==> src/rtl/hash_update_scatter_4_if.sv <==
// Stream-in / four-lane-out bundle for the hash-update scatter block.
// The master drives the input stream and the bank ready signals; the slave is the scatter block.
interface hash_update_scatter_4_if #(
    parameter int DATA_W = 128,
    parameter int AW     = 2
);
    logic                  in_valid;
    logic                  in_ready;
    logic [1:0]            in_sel;
    logic [DATA_W-1:0]     in_data;
    logic [3:0]            out_valid;
    logic [3:0]            out_ready;
    logic [DATA_W-1:0]     out_data0;
    logic [DATA_W-1:0]     out_data1;
    logic [DATA_W-1:0]     out_data2;
    logic [DATA_W-1:0]     out_data3;
    logic [4*(AW+1)-1:0]   lane_cnt;
    logic                  idle;

    modport master (
        output in_valid, in_sel, in_data, out_ready,
        input  in_ready, out_valid, out_data0, out_data1, out_data2, out_data3,
               lane_cnt, idle
    );

    modport slave (
        input  in_valid, in_sel, in_data, out_ready,
        output in_ready, out_valid, out_data0, out_data1, out_data2, out_data3,
               lane_cnt, idle
    );
endinterface

==> src/rtl/hash_update_scatter_4.sv <==
// Scatters one 128-bit hash-update stream to four bank lanes, each buffered by its own small FIFO
// so a stalled bank only blocks words addressed to it.

module hash_update_scatter_4_lane #(
    parameter int DATA_W = 128,
    parameter int DEPTH  = 4,
    parameter int AW     = 2
) (
    input  logic              clk,
    input  logic              rst_n,
    input  logic              push,
    input  logic [DATA_W-1:0] push_data,
    input  logic              pop_ready,
    output logic              valid,
    output logic [DATA_W-1:0] head,
    output logic [AW:0]       cnt
);
    logic [DATA_W-1:0] mem [DEPTH];
    logic [AW-1:0]     wptr;
    logic [AW-1:0]     rptr;
    logic              pop;

    assign valid = (cnt != '0);
    assign pop   = valid && pop_ready;
    assign head  = mem[rptr];

    // Pointers are exactly AW bits, so they wrap at DEPTH without extra logic.
    always_ff @(posedge clk or negedge rst_n) begin
        if (!rst_n) begin
            wptr <= '0;
            rptr <= '0;
            cnt  <= '0;
        end else begin
            if (push) wptr <= wptr + 1'b1;
            if (pop)  rptr <= rptr + 1'b1;
            case ({push, pop})
                2'b10:   cnt <= cnt + 1'b1;
                2'b01:   cnt <= cnt - 1'b1;
                default: cnt <= cnt;
            endcase
        end
    end

    // Storage is not reset; contents are only observable while cnt != 0.
    always_ff @(posedge clk) begin
        if (push) mem[wptr] <= push_data;
    end
endmodule

module hash_update_scatter_4 #(
    parameter int DATA_W = 128,
    parameter int DEPTH  = 4,
    parameter int AW     = 2
) (
    input  logic                   clk,
    input  logic                   rst_n,
    hash_update_scatter_4_if.slave bus
);
    localparam int CW = AW + 1;

    logic [3:0]             push;
    logic [3:0]             valid;
    logic [3:0][CW-1:0]     cnt;
    logic [3:0][DATA_W-1:0] head;
    logic                   in_ready;

    // A full lane refuses input even when it pops in the same cycle.
    assign in_ready = (cnt[bus.in_sel] != CW'(DEPTH));

    always_comb begin
        push = '0;
        if (bus.in_valid && in_ready) push[bus.in_sel] = 1'b1;
    end

    for (genvar g = 0; g < 4; g++) begin : g_lane
        hash_update_scatter_4_lane #(
            .DATA_W (DATA_W),
            .DEPTH  (DEPTH),
            .AW     (AW)
        ) u_lane (
            .clk       (clk),
            .rst_n     (rst_n),
            .push      (push[g]),
            .push_data (bus.in_data),
            .pop_ready (bus.out_ready[g]),
            .valid     (valid[g]),
            .head      (head[g]),
            .cnt       (cnt[g])
        );
    end

    assign bus.in_ready  = in_ready;
    assign bus.out_valid = valid;
    assign bus.out_data0 = head[0];
    assign bus.out_data1 = head[1];
    assign bus.out_data2 = head[2];
    assign bus.out_data3 = head[3];
    assign bus.lane_cnt  = cnt;
    assign bus.idle      = (cnt == '0) && !bus.in_valid;
endmodule

==> src/flat_wrapper.sv <==
// flat-port wrapper written by rule: the top's interface ports become plain ports
module hash_update_scatter_4_flat 
#(
    parameter int DATA_W = 128,
    parameter int DEPTH  = 4,
    parameter int AW     = 2
)
  (clk, rst_n, bus_in_valid, bus_in_sel, bus_in_data, bus_out_ready, bus_in_ready, bus_out_valid, bus_out_data0, bus_out_data1, bus_out_data2, bus_out_data3, bus_lane_cnt, bus_idle);
  hash_update_scatter_4_if #(.DATA_W(DATA_W), .AW(AW)) bus_i ();
  input  logic clk;
  input  logic rst_n;
  input wire logic [$bits(bus_i.in_valid)-1:0] bus_in_valid;
  input wire logic [$bits(bus_i.in_sel)-1:0] bus_in_sel;
  input wire logic [$bits(bus_i.in_data)-1:0] bus_in_data;
  input wire logic [$bits(bus_i.out_ready)-1:0] bus_out_ready;
  output wire logic [$bits(bus_i.in_ready)-1:0] bus_in_ready;
  output wire logic [$bits(bus_i.out_valid)-1:0] bus_out_valid;
  output wire logic [$bits(bus_i.out_data0)-1:0] bus_out_data0;
  output wire logic [$bits(bus_i.out_data1)-1:0] bus_out_data1;
  output wire logic [$bits(bus_i.out_data2)-1:0] bus_out_data2;
  output wire logic [$bits(bus_i.out_data3)-1:0] bus_out_data3;
  output wire logic [$bits(bus_i.lane_cnt)-1:0] bus_lane_cnt;
  output wire logic [$bits(bus_i.idle)-1:0] bus_idle;
  assign bus_i.in_valid = bus_in_valid;
  assign bus_i.in_sel = bus_in_sel;
  assign bus_i.in_data = bus_in_data;
  assign bus_i.out_ready = bus_out_ready;
  assign bus_in_ready = bus_i.in_ready;
  assign bus_out_valid = bus_i.out_valid;
  assign bus_out_data0 = bus_i.out_data0;
  assign bus_out_data1 = bus_i.out_data1;
  assign bus_out_data2 = bus_i.out_data2;
  assign bus_out_data3 = bus_i.out_data3;
  assign bus_lane_cnt = bus_i.lane_cnt;
  assign bus_idle = bus_i.idle;
  hash_update_scatter_4 #(.DATA_W(DATA_W), .DEPTH(DEPTH), .AW(AW)) u_core (.clk(clk), .rst_n(rst_n), .bus(bus_i));
endmodule
==> config.mk <==
export PLATFORM = sky130hd
export DESIGN_NAME = hash_update_scatter_4_flat
export DESIGN_NICKNAME = d
export VERILOG_FILES = /design/src/rtl/hash_update_scatter_4_if.sv /design/src/rtl/hash_update_scatter_4.sv /design/src/flat_wrapper.sv
export SDC_FILE = /design/constraint.sdc
export NUM_CORES = 1
export LEC_CHECK = 0
export CORE_MARGIN = 1
export CORE_UTILIZATION = 57
export DETAILED_ROUTE_END_ITERATION = 12
export PLACE_DENSITY = 0.82
export SLEW_MARGIN = 20
export SYNTH_ARGS = -nofsm -noshare
export SYNTH_HDL_FRONTEND = slang
export SYNTH_SLANG_ARGS = --single-unit
export TNS_END_PERCENT = 50
==> constraint.sdc <==
create_clock -name clk -period 5.1 [get_ports clk]
set_input_delay 0.51 -clock clk [delete_from_list [all_inputs] [get_ports clk]]
set_output_delay 0.51 -clock clk [all_outputs]
set_load 0.01 [all_outputs]
Word level (Yosys, flattened, before mapping)
Memories as Yosys holds them, arrays and structs flattened.
Index checks and enable logic that the tools add are counted.
{ "classes": {"add_sub_neg": 16, "mul": 0, "div_mod_pow": 0, "order_cmp": 2, "n_eq_ne": 9, "shifts": 0, "muxes": 17, "bitwise_logic": 0, "n_reduce_logical": 17} }
{ "ops": {"columns": ["operator", "n"], "rows": [
  ["3-bit case mux with 2 select lines", 4],
  ["2-bit by 1-bit adder with 2-bit output, second input constant", 8],
  ["3-bit by 1-bit adder with 3-bit output, second input constant", 4],
  ["12-bit zero test", 1],
  ["3-bit nonzero test", 4],
  ["3-bit by 1-bit subtractor with 3-bit output, second input constant", 4],
  ["1-bit two-way mux", 9],
  ["2-bit by 1-bit equality test with 1-bit output, second input constant", 4],
  ["2-bit equality test, second input constant", 4],
  ["2-bit nonzero test", 4],
  ["1-bit logical AND", 7],
  ["3-bit binary-select mux with 2-bit select", 1],
  ["4-bit two-way mux", 1],
  ["2-bit by 3-bit < comparator with 1-bit output, second input constant", 1],
  ["3-bit two-way mux", 1],
  ["3-bit inequality test, second input constant", 1],
  ["1-bit demux with 2-bit select", 1],
  ["2-bit by 1-bit greater-or-equal comparator with 1-bit output, second input constant", 1],
  ["1-bit zero test", 1]
]} }
{ "totals": {"ff_bits": 28, "latch_bits": 0, "ram_bits": 2048, "mem_bits_ro": 0, "in_bits": 137, "out_inout_bits": 530, "elab_cells": 77, "n_memories": 4} }
{ "mem_list": {"columns": ["name", "words", "width", "rd", "rd_ports_with_merged_regs", "wr", "line", "text"], "rows": [
  ["u_core.g_lane[0].u_lane.mem", 4, 128, 1, 0, 1, "hash_update_scatter_4.sv:18", "logic [DATA_W-1:0] mem [DEPTH];"],
  ["u_core.g_lane[1].u_lane.mem", 4, 128, 1, 0, 1, "hash_update_scatter_4.sv:18", null],
  ["u_core.g_lane[2].u_lane.mem", 4, 128, 1, 0, 1, "hash_update_scatter_4.sv:18", null],
  ["u_core.g_lane[3].u_lane.mem", 4, 128, 1, 0, 1, "hash_update_scatter_4.sv:18", null]
]} }

Depth between registers and ports, before layout
{ "depth": {"depth_word": 7, "ltp_mapped": 10} }

Cells and area by module
From an unflattened synthesis, not the netlist that was laid out.
{ "unflattened": {"cells_unflattened": 2839, "hier_area_um2": 75615.0} }
{ "modules_own_cells": {"columns": ["mod", "instances", "cells_per_inst", "area_each_um2", "seq_area_each_um2"], "rows": [
  ["hash_update_scatter_4_lane", 4, 705, 18870.6, 15549.9],
  ["hash_update_scatter_4", 1, 19, 132.6, 0.0]
]} }

Least setup slack after synthesis
Ideal clock, no wire load.
{ "synth_path": {"kind": "register -> register", "startpoint": "register u_core.g_lane[0].u_lane.cnt[0]", "endpoint": "memory u_core.g_lane[0].u_lane.mem[0][0] (enable)", "setup_ps": 502, "arrival_time_ps": 4025, "required_time_ps": 4598, "slack_ps": 573, "stages_incl_launch_ff": 4, "n_path_buf": 0, "synth_period_minus_slack_ps": 4527, "path_cell_list": "dfrtp_1 > nor2_1 > a2111oi_4 > and2_1"} }
{ "synth_between": {"elab_chain_cells": 7} }
{ "synth_rtl": {"columns": ["element", "line", "text"], "rows": [
  ["start, declared", "hash_update_scatter_4.sv:16", "output logic [AW:0] cnt"],
  ["start signal, assigned", "hash_update_scatter_4.sv:37", "2'b10: cnt <= cnt + 1'b1;"],
  ["start signal, assigned", "hash_update_scatter_4.sv:38", "2'b01: cnt <= cnt - 1'b1;"],
  ["start signal, assigned", "hash_update_scatter_4.sv:39", "default: cnt <= cnt;"],
  ["3-bit binary-select mux with 2-bit select", "hash_update_scatter_4.sv:68", "assign in_ready = (cnt[bus.in_sel] != CW'(DEPTH));"],
  ["3-bit two-way mux (implied by the code)", "hash_update_scatter_4.sv:68", null],
  ["3-bit inequality test", "hash_update_scatter_4.sv:68", null],
  ["1-bit logical AND", "hash_update_scatter_4.sv:72", "if (bus.in_valid && in_ready) push[bus.in_sel] = 1'b1;"],
  ["4-bit two-way mux", "hash_update_scatter_4.sv:72", null],
  ["1-bit two-way mux", "hash_update_scatter_4.sv:46", "if (push) mem[wptr] <= push_data;"],
  ["1-bit two-way mux (implied by the code)", "hash_update_scatter_4.sv:46", null],
  ["end, declared", "hash_update_scatter_4.sv:18", null]
]} }
Every way passes these cells. The select of a mux whose other input is x is not followed.

Worst setup path in the final report
{ "layout_path": {"startpoint": "register u_core.g_lane[0].u_lane.rptr[0]", "endpoint": "output port bus_out_data0[31]"} }
{ "layout_between": {"elab_chain_cells": 1} }
{ "layout_rtl": {"columns": ["element", "line", "text"], "rows": [
  ["start, declared", "hash_update_scatter_4.sv:20", "logic [AW-1:0] rptr;"],
  ["start signal, assigned", "hash_update_scatter_4.sv:35", "if (pop) rptr <= rptr + 1'b1;"],
  ["memory read 4 x 128 bit", null, null],
  ["end, declared", "flat_wrapper.sv:18", "output wire logic [$bits(bus_i.out_data0)-1:0] bus_out_data0;"]
]} }
Every way passes these cells.

==> metrics.md <==
| Metric | Value |
|---|---|
| Synth Register Bits | `~2,100` |
| Layout Nets | `3,840` |
| Setup Buffers After CTS | `0` |
| DRC | `0` |
| Largest net degree at the start of global routing | `roughly 130` |
| Clock root buffer | `clkbuf_16` |
| All-Layer GR Usage | `between 20% and 30%` |
| Worst Hold Class | `in2async` |
| Asr flop ratio synth | `roughly 1.3%` |
| Max FO, Critical Path | `37` |
| Setup crit end kind | `output pin` |
| Leakage | `between 20 and 30 nW` |
| Row cnt | `between 100 and 150` |
| CP Launch Type | `flip-flop` |
| Final core utilization | `a little over two thirds` |
| Synth top area cells | `edfxtp_1 82%, mux4_2 15%, dfrtp_1 0.93%` |
| CTS buffer count | `~190` |
| Most frequent cell after synthesis | `edfxtp_1` |
| Area grow syn2layout | `20.9%` |
| Die Y | `~370 um` |
| Gpl congestion | `0.792` |
| I/O pin total | `roughly 670` |
| Peak supply drop | `around 0.56 mV` |
| CTS hold repair buffers | `0` |
| Commonest cells post-synth | `2,048 x edfxtp_1, 513 x mux4_2, 41 x buf_2` |
| Vias/cell | `~6.3` |
| Count of input and output buffers | `~670` |
| Post-layout min period | `approximately 4 ns` |
| Die Wd | `approximately 370 um` |
| Via Count | `35,400` |
| Post-Syn Area per Cell | `around 27 um2` |
| Post-synth cell types | `32` |
| Slew @ Worst Pin | `between 1 and 1.5 ns` |
| Post-route cell area | `91,200 um2` |
| RSZ-0062 raised after global routing | `false` |
| Top_reg_cell synth | `edfxtp_1` |
| Post-route clock period utilization | `approximately four fifths` |
| Status | `finished clean` |
| EDFF count, synth | `just over 2,000` |
| WP data arrival | `between 3 and 4 ns` |
| Drt first pass iters | `5` |
| Slew Viols, Final | `0` |
| Clock Latency Late Sink | `roughly 0.85 ns` |
| Setup violators final | `0` |
| FMAX | `roughly 250 MHz` |
| Setup TNS | `0 ns` |
| Clk slew on worst S/H paths | `approximately 0.06 ns` |
| CTS tree | `built` |
| Die footprint | `134,000 um2` |
| Power, Total | `between 50 and 60 mW` |
| Routed len/inst | `roughly 33 um` |
| Number of global-route vias before repair | `~36,000` |
| Worst Setup SP | `u_core.g_lane[0].u_lane.rptr[0]` |
| Clock sinks | `roughly 2,100` |
| Share of cells above drive strength 1 | `about a quarter` |
| CORE AREA | `~130,000 um2` |
| Post-Syn Nets | `3,000` |
| Dpl cell area | `about 85,000 um2` |
| Power per Cell Area | `553 nW/um2` |
| Starting DRT DRC Count | `slightly above 4,000` |
| Max cap viols | `0` |
| Initial Utilization | `about 57%` |
| CP Class | `reg2out` |
| Drt total wl | `186 mm` |
| Post-synthesis sequential area ratio | `between 80% and 90%` |
| Worst Path Required | `~4.6 ns` |
| Syn. warnings | `0` |
| CTS resizes | `0` |
| Antenna violations before repair | `5` |
| Post-synth top area share | `around four fifths` |
| CTS H-tree depth | `4` |
| Total global routing overflow | `0` |
| Max-slew headroom | `25.0%` |
| First-pass GRT wire length | `between 200 and 300 mm` |
| DP HPWL | `between 100 and 150 mm` |
| Final Hold Fails | `0` |
| ANT nets after route | `0` |
| Syn Std Cell Area | `between 70,000 and 80,000 um2` |
| Setup WS pre-CTS | `between 1.5 and 2 ns` |
| Cells after synthesis | `2,839` |
| Worst Skew | `roughly 0.057 ns` |
| Clock buffer depth | `3` |
| Post-route setup slack | `1.10 ns` |
| Reg-to-Reg Start | `u_core.g_lane[3].u_lane.cnt[0]` |
| Largest area contributor in the netlist | `edfxtp_1` |
[critical path, cell delays in order, from the launching register on]
cell,delay [ns]
dfrtp_4,1.12
buf_4,0.37
mux4_2,0.54
clkdlybuf4s50_1,0.59
[per-layer routing]
| layer | share of wire, % | global-route usage, % |
|---|---|---|
| met1 | 34 | 34.2 |
| met2 | 52 | 46.6 |
| met3 | 9.5 | 7.75 |
| met4 | 4.5 | 12.8 |
| met5 | 0.026 | 0 |
[registers in the layout, indices dropped and copies added (netlist names)]
signal	cells
u_core.g_lane.u_lane.mem	2048
u_core.g_lane.u_lane.cnt	12
u_core.g_lane.u_lane.rptr	8
u_core.g_lane.u_lane.wptr	8
[path summary, 6_finish.rpt]
check | to | slack, ns | cells after the start
setup / recovery | bus_out_data0[31] | 1.10 | 3
hold / removal | u_core.g_lane[0].u_lane.cnt[1] | 0.08 | 2
min in group clk | u_core.g_lane[3].u_lane.rptr[1] | 0.29 | 3
hold reg to reg | u_core.g_lane[0].u_lane.cnt[0] | 0.55 | 1
setup reg to reg | u_core.g_lane[3].u_lane.mem[0][78] | 2.39 | 4
max in group asynchronous | u_core.g_lane[3].u_lane.rptr[0] | 4.67 | 2
[stage by stage]
step | cells | hold WS (ns)
floorplan | 2839 | 0.214
global placement | 5240 | 0.527
detailed placement | 5240 | 0.541
CTS | 5593 | 0.0362
global route | 5595 | 0.0871
finish | 5595 | 0.0804
[cells by family after synthesis]
kind of cell             count (synthesis)  share of synthesized area (%)
AO/OA/AOI/OAI                            5                         0.0780
XOR/XNOR                                24                          0.279
adder cells (fa/ha/maj)                 24                          0.438
buffers and inverters                  146                          0.949
flip-flops                            2076                           82.5
multiplexers                           520                           15.4
AND/OR/NAND/NOR                         44                          0.330
[where the power goes]
part	internal (mW)	total (mW)	switching (mW)
Clock	7.70	14.0	6.27
Combinational	8.15	15.5	7.32
Sequential	19.9	21.0	1.10
Total	35.7	50.4	14.7
[area by class of cell]
cell class | instances | area (um2)
multi-input combinational | 617 | 12500
tap | 1755 | 2200
sequential | 2076 | 62200
clock inverter | 113 | 1120
timing repair buffer | 767 | 8000
clock buffer | 240 | 4980
antenna | 2 | 5.00
fill | 7209 | 40100
inverter | 25 | 93.8
[placed cells by master (no fill, tap or decap), types with 3 or more instances in the layout]
| master | netlist | final |
|---|---|---|
| dfrtp_4 | 0 | 8 |
| inv_1 | 25 | 25 |
| buf_4 | 28 | 55 |
| clkinv_2 | 0 | 23 |
| and2_4 | 0 | 16 |
| clkbuf_16 | 0 | 192 |
| nand3_1 | 4 | 4 |
| buf_12 | 0 | 46 |
| mux2_2 | 3 | 3 |
| edfxtp_1 | 2048 | 2048 |
| clkbuf_1 | 8 | 48 |
| ha_1 | 20 | 20 |
| xnor2_1 | 12 | 12 |
| mux2i_1 | 3 | 3 |
| nand2_1 | 6 | 6 |
| clkinv_1 | 0 | 54 |
| nor2_1 | 8 | 8 |
| or3_1 | 3 | 3 |
| mux4_2 | 513 | 513 |
| dfrtp_1 | 28 | 20 |
| inv_16 | 0 | 3 |
| clkdlybuf4s50_1 | 0 | 666 |
| fa_1 | 4 | 4 |
| bufinv_16 | 0 | 14 |
| xor2_1 | 12 | 12 |
| inv_6 | 0 | 5 |
| clkinvlp_4 | 0 | 5 |
| clkinv_16 | 0 | 7 |
Power figures use the tool's default switching activity.
==> variant (same flow settings) <==
`DEPTH` is set to 4 in 3 places; all go to 2.
--- a/src/rtl/hash_update_scatter_4.sv
+++ b/src/rtl/hash_update_scatter_4.sv
@@ -3,7 +3,7 @@
 
 module hash_update_scatter_4_lane #(
     parameter int DATA_W = 128,
-    parameter int DEPTH  = 4,
+    parameter int DEPTH  = 2,
     parameter int AW     = 2
 ) (
     input  logic              clk,
@@ -49,7 +49,7 @@
 
 module hash_update_scatter_4 #(
     parameter int DATA_W = 128,
-    parameter int DEPTH  = 4,
+    parameter int DEPTH  = 2,
     parameter int AW     = 2
 ) (
     input  logic                   clk,
--- a/src/flat_wrapper.sv
+++ b/src/flat_wrapper.sv
@@ -2,7 +2,7 @@
 module hash_update_scatter_4_flat 
 #(
     parameter int DATA_W = 128,
-    parameter int DEPTH  = 4,
+    parameter int DEPTH  = 2,
     parameter int AW     = 2
 )
   (clk, rst_n, bus_in_valid, bus_in_sel, bus_in_data, bus_out_ready, bus_in_ready, bus_out_valid, bus_out_data0, bus_out_data1, bus_out_data2, bus_out_data3, bus_lane_cnt, bus_idle);
Check against the original RTL: not settled (the Yosys comparison gave no result); the edit may change what the design does.
==> variant against the unedited design <==
Final area down 46%; largest power group unchanged; clock power down 47%; highest routed layer unchanged; sequential cell count down 1032; wire length down 50%; total power down 49%; worst setup slack better by 0.28 ns; sequential power down 50%; synthesized area down 50%; worst hold slack better by 0.32 ns.
==> variant: results (changes against the unedited design) <==
| Metric | Value |
|---|---|
| Status | `complete, no violations` |
| Number of synthesized flops with an enable pin | `1024 (-50%)` |
| Final Net Count | `2571 (-33%)` |
| VDD IR max | `0.000490 V (-12%)` |
| Routability congestion estimate | `0.831 (+5.0%)` |
| Vias in the first global route | `19.9k (-45%)` |
| P_leak | `16.2 nW (-44%)` |
| Post-synth ARST share | `1.92% (+0.57 points)` |
| Worst EP arrival | `3.21 ns (-0.28 ns)` |
| First-pass GRT wire length | `132 mm (-49%)` |
| CP max FO | `72 (+95%)` |
| Synth unique cells | `23 (-28%)` |
| TritonCTS Buffers | `98 (-49%)` |
| Vias per cell | `5.76 (-9.0%)` |
| Dpl cells | `3189 (-39%)` |
| Vias | `19.4k (-45%)` |
| CTS H-tree depth | `3 (-1)` |
| Seq/Total Area, Yosys | `82.4% (-0.11 points)` |
| Initial antenna violation count | `3 (-2)` |
| Largest registers | `u_core.g_lane.u_lane.mem x1024, u_core.g_lane.u_lane.cnt x12` |
| Post-Syn Nets | `1844 (-39%)` |
| Top cells by instance count after synthesis | `edfxtp_1 (1024), mux2_2 (512), buf_2 (52)` |
| Placed inst area | `45800 um^2 (-46%)` |
| Routed len/inst | `27.8 um (-16%)` |
| Max Clock Skew | `0.0284 ns (-0.0288 ns)` |
| Share of layout cells above drive strength 1 | `27.5% (+4.2 points)` |
| Worst Tran Pin Value | `1.02 ns (-0.102 ns)` |
| DR iter-0 viols | `1675 (-59%)` |
| Worst skew pair latency | `0.66 ns (-0.19 ns)` |
| Root buffer cell | `clkbuf_16` |
| Fillers | `3475 (-52%)` |
| Worst setup path startpoint | `u_core.g_lane[1].u_lane.rptr[0]` |
| Pre-CTS WS | `2.00 ns (+0.222 ns)` |
| Overall routing resource usage | `27.2% (-0.79 points)` |
| Most area-consuming cells after synthesis | `edfxtp_1 (81%), mux2_2 (15%), dfrtp_1 (1.3%)` |
| Synth Instances | `1699 (-40%)` |
| Reg area | `31300 um^2 (-50%)` |
| Final HPWL DP | `55.9 mm (-46%)` |
| Class of the worst hold path | `input pin to asynchronous set/reset pin` |
==> variant: cell types whose count changed in the layout (fill, tap and decap cells not counted), moves of 33 or more <==
cell       change
buf_12        -33
buf_4         -48
clkbuf_16     -93
clkinv_1      -40
edfxtp_1    -1024
mux2_2       +509
mux4_2       -512
==> variant: final timing paths <==
check / slack (ns) / depth (start not counted) / end
setup / recovery: 1.38 / 3 / bus_out_data1[27]
hold / removal: 0.40 / 1 / u_core.g_lane[1].u_lane.cnt[2]
setup reg to reg: 2.53 / 8 / u_core.g_lane[3].u_lane.cnt[2]
hold reg to reg: 0.54 / 1 / u_core.g_lane[1].u_lane.cnt[2]
max in group asynchronous: 3.99 / 1 / u_core.g_lane[0].u_lane.rptr[0]
min in group clk: 0.54 / 1 / u_core.g_lane[1].u_lane.cnt[2]
==> variant: routing by layer <==
layer / GRT usage [%] / wire, um / up-vias
li1: - / - / 8191
met2: 45.8 / 47700 / 1052
met5: 0 / 13 / -
met3: 7.23 / 8450 / 186
met4: 12.4 / 4090 / 2
met1: 32.8 / 33600 / 9995
==> variant: worst max-delay path, cell delays in order, from the launching register on <==
cell and delay (ns):
dfrtp_4 1.02, buf_12 0.47, mux2_2 0.41, clkdlybuf4s50_1 0.49
==> variant: cell type report <==
class | count | share of cell area, %
multi-input combinational | 578 | 13.0
antenna | 2 | 0.0102
inverter | 17 | 0.130
sequential | 1044 | 63.7
timing repair buffer | 687 | 14.3
clock buffer | 122 | 5.22
tap | 864 | 2.20
clock inverter | 59 | 1.53
==> variant: cell families after synthesis <==
| family | Yosys count | synth area share [%] |
|---|---|---|
| flops | 1044 | 82.4 |
| mux | 517 | 15.4 |
| buf+inv | 77 | 0.973 |
| simple gates | 31 | 0.419 |
| xor+xnor | 20 | 0.462 |
| fa+ha+maj | 8 | 0.343 |
| compound gates | 2 | 0.0528 |
==> variant: metrics by stage <==
stage	setup TNS, ns	hold WS (ns)
after floorplan	-1319.25	0.214
after detailed placement	0	0.509
final	0	0.402
after CTS	0	0.399
after global routing	0	0.473
after global placement	0	0.502
==> variant: power by group <==
group          internal, W  switching [W]
Combinational      0.00404        0.00350
Clock              0.00436        0.00313
Sequential          0.0102       0.000480
Total               0.0186        0.00711
